===== config.mk =====
export PLATFORM = sky130hd
export DESIGN_NAME = serial_subtractor16bit
export DESIGN_NICKNAME = d
export VERILOG_FILES = /design/src/rtl/serial_subtractor16bit.sv
export SDC_FILE = /design/constraint.sdc
export NUM_CORES = 1
export LEC_CHECK = 0
export ABC_AREA = 1
export BUFFER_PORTS_ARGS = -buffer_cell sky130_fd_sc_hd__buf_2
export CAP_MARGIN = 20
export CORE_MARGIN = 1.5
export CORE_UTILIZATION = 40
export CTS_BUF_LIST = sky130_fd_sc_hd__clkbuf_16
export DETAILED_ROUTE_END_ITERATION = 8
export PLACE_DENSITY = 0.59
export SYNTH_ARGS = -nofsm -noshare
export SYNTH_HDL_FRONTEND = slang
export SYNTH_SLANG_ARGS = --single-unit

===== constraint.sdc =====
create_clock -name clk -period 2.3 [get_ports clk]
set_input_delay 0.23 -clock clk [delete_from_list [all_inputs] [get_ports clk]]
set_output_delay 0.23 -clock clk [all_outputs]
set_load 0.02 [all_outputs]

===== src/rtl/serial_subtractor16bit.sv =====
// serial_subtractor16bit
//   Bit-serial subtractor: diff = (A - B - Bin) mod 2^WIDTH, one bit per
//   clock, LSB first, behind a start/done handshake. An operation accepted
//   on one rising edge finishes WIDTH edges later; done is then high for a
//   single cycle, during which a new start is also accepted.
//
//   Optional build macro: SUB_OVF_FLAG_EN adds the ovf port (two's-complement
//   overflow of the subtraction). Without it the port and its logic are absent.
//
// Ports
//   clk    rising-edge clock
//   rst_n  asynchronous active-low reset
//   start  one-cycle request; A, B, Bin sampled on the accepting edge
//   A, B   minuend / subtrahend (WIDTH bits)
//   Bin    borrow-in
//   busy   high while bits are being processed
//   done   one-cycle pulse when diff/Bout (and ovf) are valid
//   diff   result; holds until the next operation starts shifting
//   Bout   borrow-out, 1 iff A < B + Bin (unsigned)
//   ovf    signed overflow (SUB_OVF_FLAG_EN only)
module serial_subtractor16bit #(
  parameter int WIDTH = 16
) (
  input  logic             clk,
  input  logic             rst_n,
  input  logic             start,
  input  logic [WIDTH-1:0] A,
  input  logic [WIDTH-1:0] B,
  input  logic             Bin,
  output logic             busy,
  output logic             done,
  output logic [WIDTH-1:0] diff,
  output logic             Bout
`ifdef SUB_OVF_FLAG_EN
  , output logic           ovf
`endif
);

  localparam int CW = $clog2(WIDTH);

  typedef enum logic [1:0] {
    S_IDLE,
    S_SHIFT,
    S_DONE
  } state_t;

  state_t          state, state_nxt;
  logic [WIDTH-1:0] a_reg, b_reg;
  logic             borrow;
  logic [CW-1:0]    cnt;

  logic a_bit, b_bit, d_bit, r_nxt, last, accept;

  // Full-subtractor cell on the current LSBs.
  always_comb begin
    a_bit  = a_reg[0];
    b_bit  = b_reg[0];
    d_bit  = a_bit ^ b_bit ^ borrow;
    r_nxt  = (~a_bit & b_bit) | (~(a_bit ^ b_bit) & borrow);
    last   = (cnt == CW'(WIDTH - 1));
    accept = start && ((state == S_IDLE) || (state == S_DONE));
  end

  always_comb begin
    state_nxt = state;
    unique case (state)
      S_IDLE:  if (start) state_nxt = S_SHIFT;
      S_SHIFT: if (last)  state_nxt = S_DONE;
      S_DONE:  state_nxt = start ? S_SHIFT : S_IDLE;
      default: state_nxt = S_IDLE;
    endcase
  end

  always_comb begin
    busy = (state == S_SHIFT);
    done = (state == S_DONE);
  end

  always_ff @(posedge clk or negedge rst_n) begin
    if (!rst_n) begin
      state  <= S_IDLE;
      a_reg  <= '0;
      b_reg  <= '0;
      borrow <= 1'b0;
      cnt    <= '0;
      diff   <= '0;
      Bout   <= 1'b0;
`ifdef SUB_OVF_FLAG_EN
      ovf    <= 1'b0;
`endif
    end else begin
      state <= state_nxt;
      if (accept) begin
        a_reg  <= A;
        b_reg  <= B;
        borrow <= Bin;
        cnt    <= '0;
      end else if (state == S_SHIFT) begin
        a_reg  <= a_reg >> 1;
        b_reg  <= b_reg >> 1;
        diff   <= {d_bit, diff[WIDTH-1:1]};
        borrow <= r_nxt;
        cnt    <= cnt + 1'b1;
        if (last) begin
          Bout <= r_nxt;
`ifdef SUB_OVF_FLAG_EN
          // On the last bit a_bit/b_bit are the operand MSBs and d_bit is
          // the result MSB, so the flag needs no extra operand storage.
          ovf  <= (a_bit ^ b_bit) & (d_bit ^ a_bit);
`endif
        end
      end
    end
  end

endmodule

* Yosys cells after proc, flatten, opt, wreduce, memory -nomap -nowiden
Index checks and enable logic that the tools add are counted.
Storage, ports and cells: memory bits (read-only) 0, output and inout port bits 19, logic and storage cells 40, register bits after elaboration 56, bits in latches 0, memory bits (writable) 0, input bits 36, memories kept 0
Operators by class: div/mod/pow operators 0, multiplexer cells 12, add/subtract/negate cells 1, reduce and logical (&&, ||, !) cells 7, equal/unequal tests 5, $mul 0, bitwise operators 8, shifts and indexed selects 0, order comparisons 0
Operators with widths (number):
- 16-bit two-way mux | 4
- 4-bit two-way mux | 2
- 2-bit case mux with 3 select lines | 1
- 4-bit by 1-bit adder with 4-bit output (second input constant) | 1
- 4-bit equality test (second input constant) | 1
- 2-bit two-way mux | 2
- 2-bit AND reduction | 2
- 1-bit two-way mux | 3
- 1-bit NOT | 3
- 3-bit AND reduction | 1
- 1-bit bitwise AND | 2
- 2-bit by 1-bit equality test with 1-bit output (second input constant) | 1
- 2-bit equality test (second input constant) | 1
- 2-bit zero test | 1
- 2-bit by 1-bit inequality test with 1-bit output (second input constant) | 1
- 2-bit inequality test (second input constant) | 1
- 2-bit nonzero test | 1
- 1-bit bitwise XOR | 2
- 1-bit logical AND | 1
- 1-bit logical OR | 1
- 1-bit bitwise OR | 1

* Logic depth before layout (Yosys ltp)
Gate-level depths: netlist of run 1.
word-level depth 6, depth in mapped cells 8

* Least setup slack after synthesis of run 1
No wires, ideal clock.
kind flip-flop to output port, from reg state[0], to out done, stages on the path, launching flop included 4, arrival 0.998 ns, setup slack 1.072 ns, cell sequence dfrtp_1 -> buf_6 -> buf_2 -> nor2_1
On the way: cells in the longest elaborated chain, start to end 1
Ends and longest elaborated chain:
- start: declaration | line 47 | state_t state, state_nxt;
- start signal: assignment | line 92 | state <= state_nxt;
- 2-bit equality test | line 76 | done = (state == S_DONE);
- end: declaration | line 31 | output logic done,
Every way passes these cells.

* Final worst setup path of run 1
from reg state[1], to out busy
On the way: cells in the longest elaborated chain, start to end 1
Ends and longest elaborated chain:
- 2-bit by 1-bit equality test with 1-bit output | line 75 | busy = (state == S_SHIFT);
- end: declaration | line 30 | output logic busy,
Every way passes these cells.

==> results.md, run 1 <==
- Max-cap violations: 0
- Largest family of logic cells by synthesized area: simple AND/OR/NAND/NOR gates
- First-pass GRT wire length: 9490 um
- # setup viols final: 0
- Top-area cell type share of the netlist area: 51.2%
- Multiplexer area fraction after synthesis: 0%
- H-tree levels: 2
- Post-Syn Area: 2740 um2
- F_max: 674 MHz
- RSZ-0062 raised after global routing: false
- Clock-pin slew on the worst setup and hold paths: 0.08 ns
- # clock sinks: 56
- Static Leak: 1.76 nW
- Yosys cell types: 27
- Crit. End Element: output pin
- Antenna violations before repair: 0
- Peak VDD IR: 0.573 mV
- Non-Filler Instances: 466
- Routability Congestion: 0.712
- Global route total overflow: 0
- Required @ worst endpoint: 2.07 ns
- Run status: completed
- Total CTS buffers: 5
- Rel. slew slack: 61.6%
- GRT Total Usage: 16.3%
- 1st-iter DRT viols: 113
- Final period utilization: 64.5%
- Slowest stage delay, CP: 0.40 ns
- Clk_skew: 0.00806 ns
- Post-Place Cell Area: 3000 um2
- WL/cell: 12.1 um
- Startpoint Class: register
- DR pass1 iterations: 4
- Worst skew pair latency: 0.30 ns
- Final ANT Viol Nets: 0
- Delay-heaviest family, CP: buffers and inverters
- Layout cells sized above 1: 22.4%
- Xor/xnor cell area share of the yosys netlist: 0%
- Initial Util: 42.1%
- Hpwl dp: 3780 um
- Chip Width: 85.7 um
- Post-Syn Instances: 339
- Hold Vio Cnt, Final: 0
- Pin count of the biggest net entering global routing: 48
- Syn_area_per_cell: 8.07 um2
- Post-synthesis register bit count: 56
- CP max-delay cell: dfrtp_1
- Setup CP Type: register to output pin
- DRT Wirelength: 5620 um
- Worst Hold Class: input pin to register
- # IOs: 55
- Worst slack at placement: 0.850 ns
- Die height: 85.7 um
- Post-synthesis sequential area ratio: 51.2%
- Buf/Inv on CP: 2
- Post-route cell area: 3160 um2
- CP max FO: 19
- CTS tree: done
- Area delta synth->final: 15.5%
- Layout Nets: 426
- Row count: 29
- Net count after synthesis: 377
- Root Buffer: clkbuf_16
- Buffers on Ports: 54
- Post-Place Cells: 457
- Final WS setup: 0.817 ns
- Synth Area in Adders: 1.19%
- Synth area leader: dfrtp_1
- Setup TNS: 0 ns
- Final-report max-slew violation count: 0
- WP data arrival: 1.25 ns
- Number of gates resized after cts: 0
- Die footprint: 7350 um2
- Vias/cell: 4.67
- Fin Hold WS: 0.154 ns
- Via count: 2,177
- Post-layout minimum cycle time: 1.48 ns
- Top post-synthesis cells by area: dfrtp_1 51%, nand2_1 17%, o21ai_0 5.9%, nor2_1 4.9%, inv_1 4.1%
- Number of global-route vias before repair: 2,056
- Power, Total: 4.29 mW
- Syn. warnings: 0
- Fillers: 668
- Core box area: 6490 um2
- Post-layout util: 48.6%
- Register area: 1400 um2
- Synth Area in Simple Gates: 30.9%
- Measured slew at the worst slew-check pin: 0.576 ns
- Synth Area in Compound Gates: 6.54%
- Crit-path cells: nor2_2, buf_4, buf_2
- # DRC: 0
- Ant. Diodes: 0
- Area of the multi-input gates: 1060 um2
- Clock buffer depth: 2
- PwrDens: 1360 nW/um2
## what timing repair did
item | CTS | global route
endpoints found under the hold margin | 23 | 0
hold buffers | 1 | 0
buffers inserted | 0 | 0
## logic make-up after synthesis
logic type      after synthesis
simple gates                196
flops                        56
compound gates               35
fa+ha+maj                     2
buf+inv                      50
## layout make-up
type	count	area share, %
Clock buffer	5	3.96
Tap cell	77	3.05
Multi-Input combinational cell	233	33.5
Clock inverter	3	0.792
Sequential cell	56	44.4
Inverter	33	4.08
Timing Repair Buffer	59	10.2
## routing by layer
metal  share of wire [%]  track usage [%]  vias to the layer above
met5                   0                0                        -
met4                0.96             3.96                        0
met3                 3.5             4.72                        5
met2                  49             26.8                       36
met1                  46             21.3                     1002
li1                    -                -                     1134
## worst paths after layout
kind	startpoint	end	slack, ns	depth (start not counted)
max	state[1]$_DFFE_PN0P_	busy	0.82	3
min	B[1]	b_reg[1]$_DFFE_PN0P_	0.15	3
max reg2reg	state[1]$_DFFE_PN0P_	b_reg[0]$_DFFE_PN0P_	0.84	6
min reg2reg	b_reg[2]$_DFFE_PN0P_	b_reg[2]$_DFFE_PN0P_	0.48	2
max in group asynchronous	rst_n	b_reg[0]$_DFFE_PN0P_	1.26	3
min in group asynchronous	rst_n	a_reg[6]$_DFFE_PN0P_	0.46	2
## power by group
group / internal (mW) / switching [mW] / leakage, nW
clock: 0.412 / 0.374 / 0.0708
combinational: 0.639 / 1.19 / 0.993
sequential: 1.43 / 0.241 / 0.694
total: 2.48 / 1.81 / 1.76
## synth_stat cells
master	n
a21oi_1	1
buf_1	1
buf_12	1
buf_2	3
buf_4	6
buf_6	4
buf_8	1
clkbuf_2	1
dfrtp_1	56
fa_1	1
ha_1	1
inv_1	30
inv_2	2
inv_6	1
nand2_1	123
nand2_2	10
nand2_4	2
nand2_8	1
nand3_1	20
nand4_1	1
nor2_1	36
nor2_4	1
nor2_8	1
o21ai_0	32
o21ai_1	1
o21ai_2	1
or2_2	1
## cells in the final DEF, fill, tap and decap left out
master         instances
nand2_1              123
dfrtp_1               56
buf_2                 54
nor2_1                35
o21ai_0               32
inv_1                 30
nand3_1               20
nand2_2               10
clkbuf_16              5
inv_6                  3
buf_4                  3
inv_2                  2
nand2_4                2
nor2_2                 1
nor2_8                 1
nand2_8                1
or2_2                  1
nand4_1                1
a21oi_1                1
o21ai_1                1
nor2_4                 1
o21ai_2                1
fa_1                   1
ha_1                   1
clkinvlp_4             1
dlygate4sd3_1          1
buf_12                 1
## worst reg2reg max path, cell delays in order (launching register included)
cell,delay [ns]
dfrtp_1,0.40
inv_2,0.25
nand2_4,0.24
nand2_8,0.21
inv_6,0.11
nand2_1,0.08
nand2_1,0.05
No activity file was read; power rests on OpenSTA's default activity.
==> inputs of run 2 (changes only) <==
--- a/config.mk
+++ b/config.mk
@@ -12,7 +12,7 @@
 export CORE_UTILIZATION = 40
 export CTS_BUF_LIST = sky130_fd_sc_hd__clkbuf_16
 export DETAILED_ROUTE_END_ITERATION = 8
-export PLACE_DENSITY = 0.59
+export PLACE_DENSITY = 0.62
 export SYNTH_ARGS = -nofsm -noshare
 export SYNTH_HDL_FRONTEND = slang
 export SYNTH_SLANG_ARGS = --single-unit
==> constraint.sdc (replaced) <==
create_clock -name clk -period 1.25 [get_ports clk]
set_input_delay 0.125 -clock clk [delete_from_list [all_inputs] [get_ports clk]]
set_output_delay 0.125 -clock clk [all_outputs]
set_load 0.02 [all_outputs]
==> results.md, run 2 (synthesis results as in run 1) <==
- Run status: finished with violations
- Failing checks: negative setup slack
- Layout cells sized above 1: 25.9%
- Setup CP Type: register to register
- Crit. End Element: register
- Clock-pin slew on the worst setup and hold paths: 0.07 ns
- Layout Nets: 442
- Non-Filler Instances: 482
- Measured slew at the worst slew-check pin: 0.311 ns
- Root Buffer: clkbuf_16
- Power, Total: 8.48 mW
- CP max FO: 8
- Die footprint: 7350 um2
- Delay-heaviest family, CP: simple AND/OR/NAND/NOR gates
- CP max-delay cell: dfrtp_2
- Buf/Inv on CP: 2
- Global route total overflow: 0
- Clk_skew: 0.00688 ns
- Rel. slew slack: 79.3%
- Hpwl dp: 3650 um
- RSZ-0062 raised after global routing: true
- Via count: 2,233
- Final WS setup: -0.00377 ns
- First-pass GRT wire length: 9600 um
- Post-route cell area: 3380 um2
- Cell repeated most along the worst path: nand2_1
- Commonest non-fill, non-tap cell in the layout: nand2_1
- # IOs: 55
- Max-cap violations: 0
- Hold depth: 3
- WP data arrival: 1.49 ns
- Crit-path cells: buf_6, buf_12, nor2_4, nand2_1, nand2_1, nand2_1, nand2_1
- Post-layout minimum cycle time: 1.25 ns
- 1st-iter DRT viols: 144
- Total CTS buffers: 5
- PwrDens: 2510 nW/um2
- Hold Vio Cnt, Final: 0
- Number of global-route vias before repair: 2,115
- Worst Hold Class: input pin to register
- Final period utilization: 100%
- # setup viols final: 1
- Vias/cell: 4.63
- Routability Congestion: 0.755
- Clock buffer depth: 2
- Final ANT Viol Nets: 0
- # clock sinks: 56
- F_max: 798 MHz
- Post-Place Cell Area: 3080 um2
- H-tree levels: 2
- Crit path depth: 7
- Area delta synth->final: 23.6%
- R2r worst-path depth: 7
- Die height: 85.7 um
- Pin count of the biggest net entering global routing: 57
- Initial Util: 42.1%
- DR pass1 iterations: 4
- CTS tree: done
- WL/cell: 11.6 um
- Static Leak: 1.86 nW
- Required @ worst endpoint: 1.49 ns
- Post-Place Cells: 465
- Buffers on Ports: 54
- Ant. Diodes: 0
- DRT Wirelength: 5590 um
- Final-report max-slew violation count: 0
- Chip Width: 85.7 um
- Core box area: 6490 um2
- # DRC: 0
- Worst skew pair latency: 0.30 ns
- Startpoint Class: register
- Antenna violations before repair: 0
- GRT Total Usage: 16.5%
- Peak VDD IR: 1.02 mV
- Commonest non-fill, non-tap cells in the layout: 123 x nand2_1, 55 x dfrtp_1, 52 x buf_2
- Fillers: 615
- Row count: 29
- Slowest stage delay, CP: 0.44 ns
[run 2: worst min-delay path, stage by stage]
cell and delay (ns):
buf_2 0.08, nand2_1 0.05, nand3_1 0.07
[run 2: layout make-up]
class / instances / area (um2) / area share, %
clock buffers: 5 / 125 / 3.70
clock inverters: 3 / 46.3 / 1.37
inverters: 33 / 134 / 3.96
multi-input cells: 234 / 1080 / 32.0
flip-flops and latches: 56 / 1400 / 41.5
well taps: 77 / 96.3 / 2.85
repair buffers: 74 / 495 / 14.6
[run 2: power by group]
group	switching [mW]	internal [mW]
Combinational	2.28	1.50
Clock	0.665	0.953
Sequential	0.445	2.63
Total	3.39	5.09
[run 2: path summary, 6_finish.rpt]
kind                                           start                    to  slack (ns)
worst min-delay path                            B[1]  b_reg[1]$_DFFE_PN0P_        0.06
worst max register to register  state[0]$_DFFE_PN0P_  b_reg[3]$_DFFE_PN0P_      -0.004
worst min register to register      Bout$_DFFE_PN0P_      Bout$_DFFE_PN0P_        0.49
min in group asynchronous                      rst_n  a_reg[8]$_DFFE_PN0P_        0.34
max in group asynchronous                      rst_n  state[0]$_DFFE_PN0P_        0.62
worst max-delay path            state[0]$_DFFE_PN0P_  b_reg[3]$_DFFE_PN0P_      -0.004
[run 2: metrics by stage]
step           utilization (%)  TNS [ns]  hold slack (ns)  worst slack, ns
2_1_floorplan                -         0           -0.171            0.127
3_3_place_gp              47.5         0            0.153           0.0453
3_5_place_dp              47.5         0            0.154           0.0308
4_1_cts                   50.9    -0.121           0.0599          -0.0362
5_1_grt                   52.1    -0.482           0.0817          -0.0545
6_report                  52.1  -0.00377           0.0649         -0.00377
[run 2: metal layers]
layer / track usage, % / routed length [um] / up-vias
met4: 4.40 / 61 / 0
met2: 26.8 / 2620 / 55
li1: - / - / 1167
met1: 21.6 / 2600 / 1006
met3: 5.00 / 310 / 5
met5: 0 / 0 / -
[run 2: what timing repair did]
item	in CTS	in global routing
gates cloned	0	1
pin swaps	1	9
setup buffers	2	5
hold buffers	1	0
resized for setup	7	12
setup endpoints to repair	2	30
hold endpoints to repair	56	0
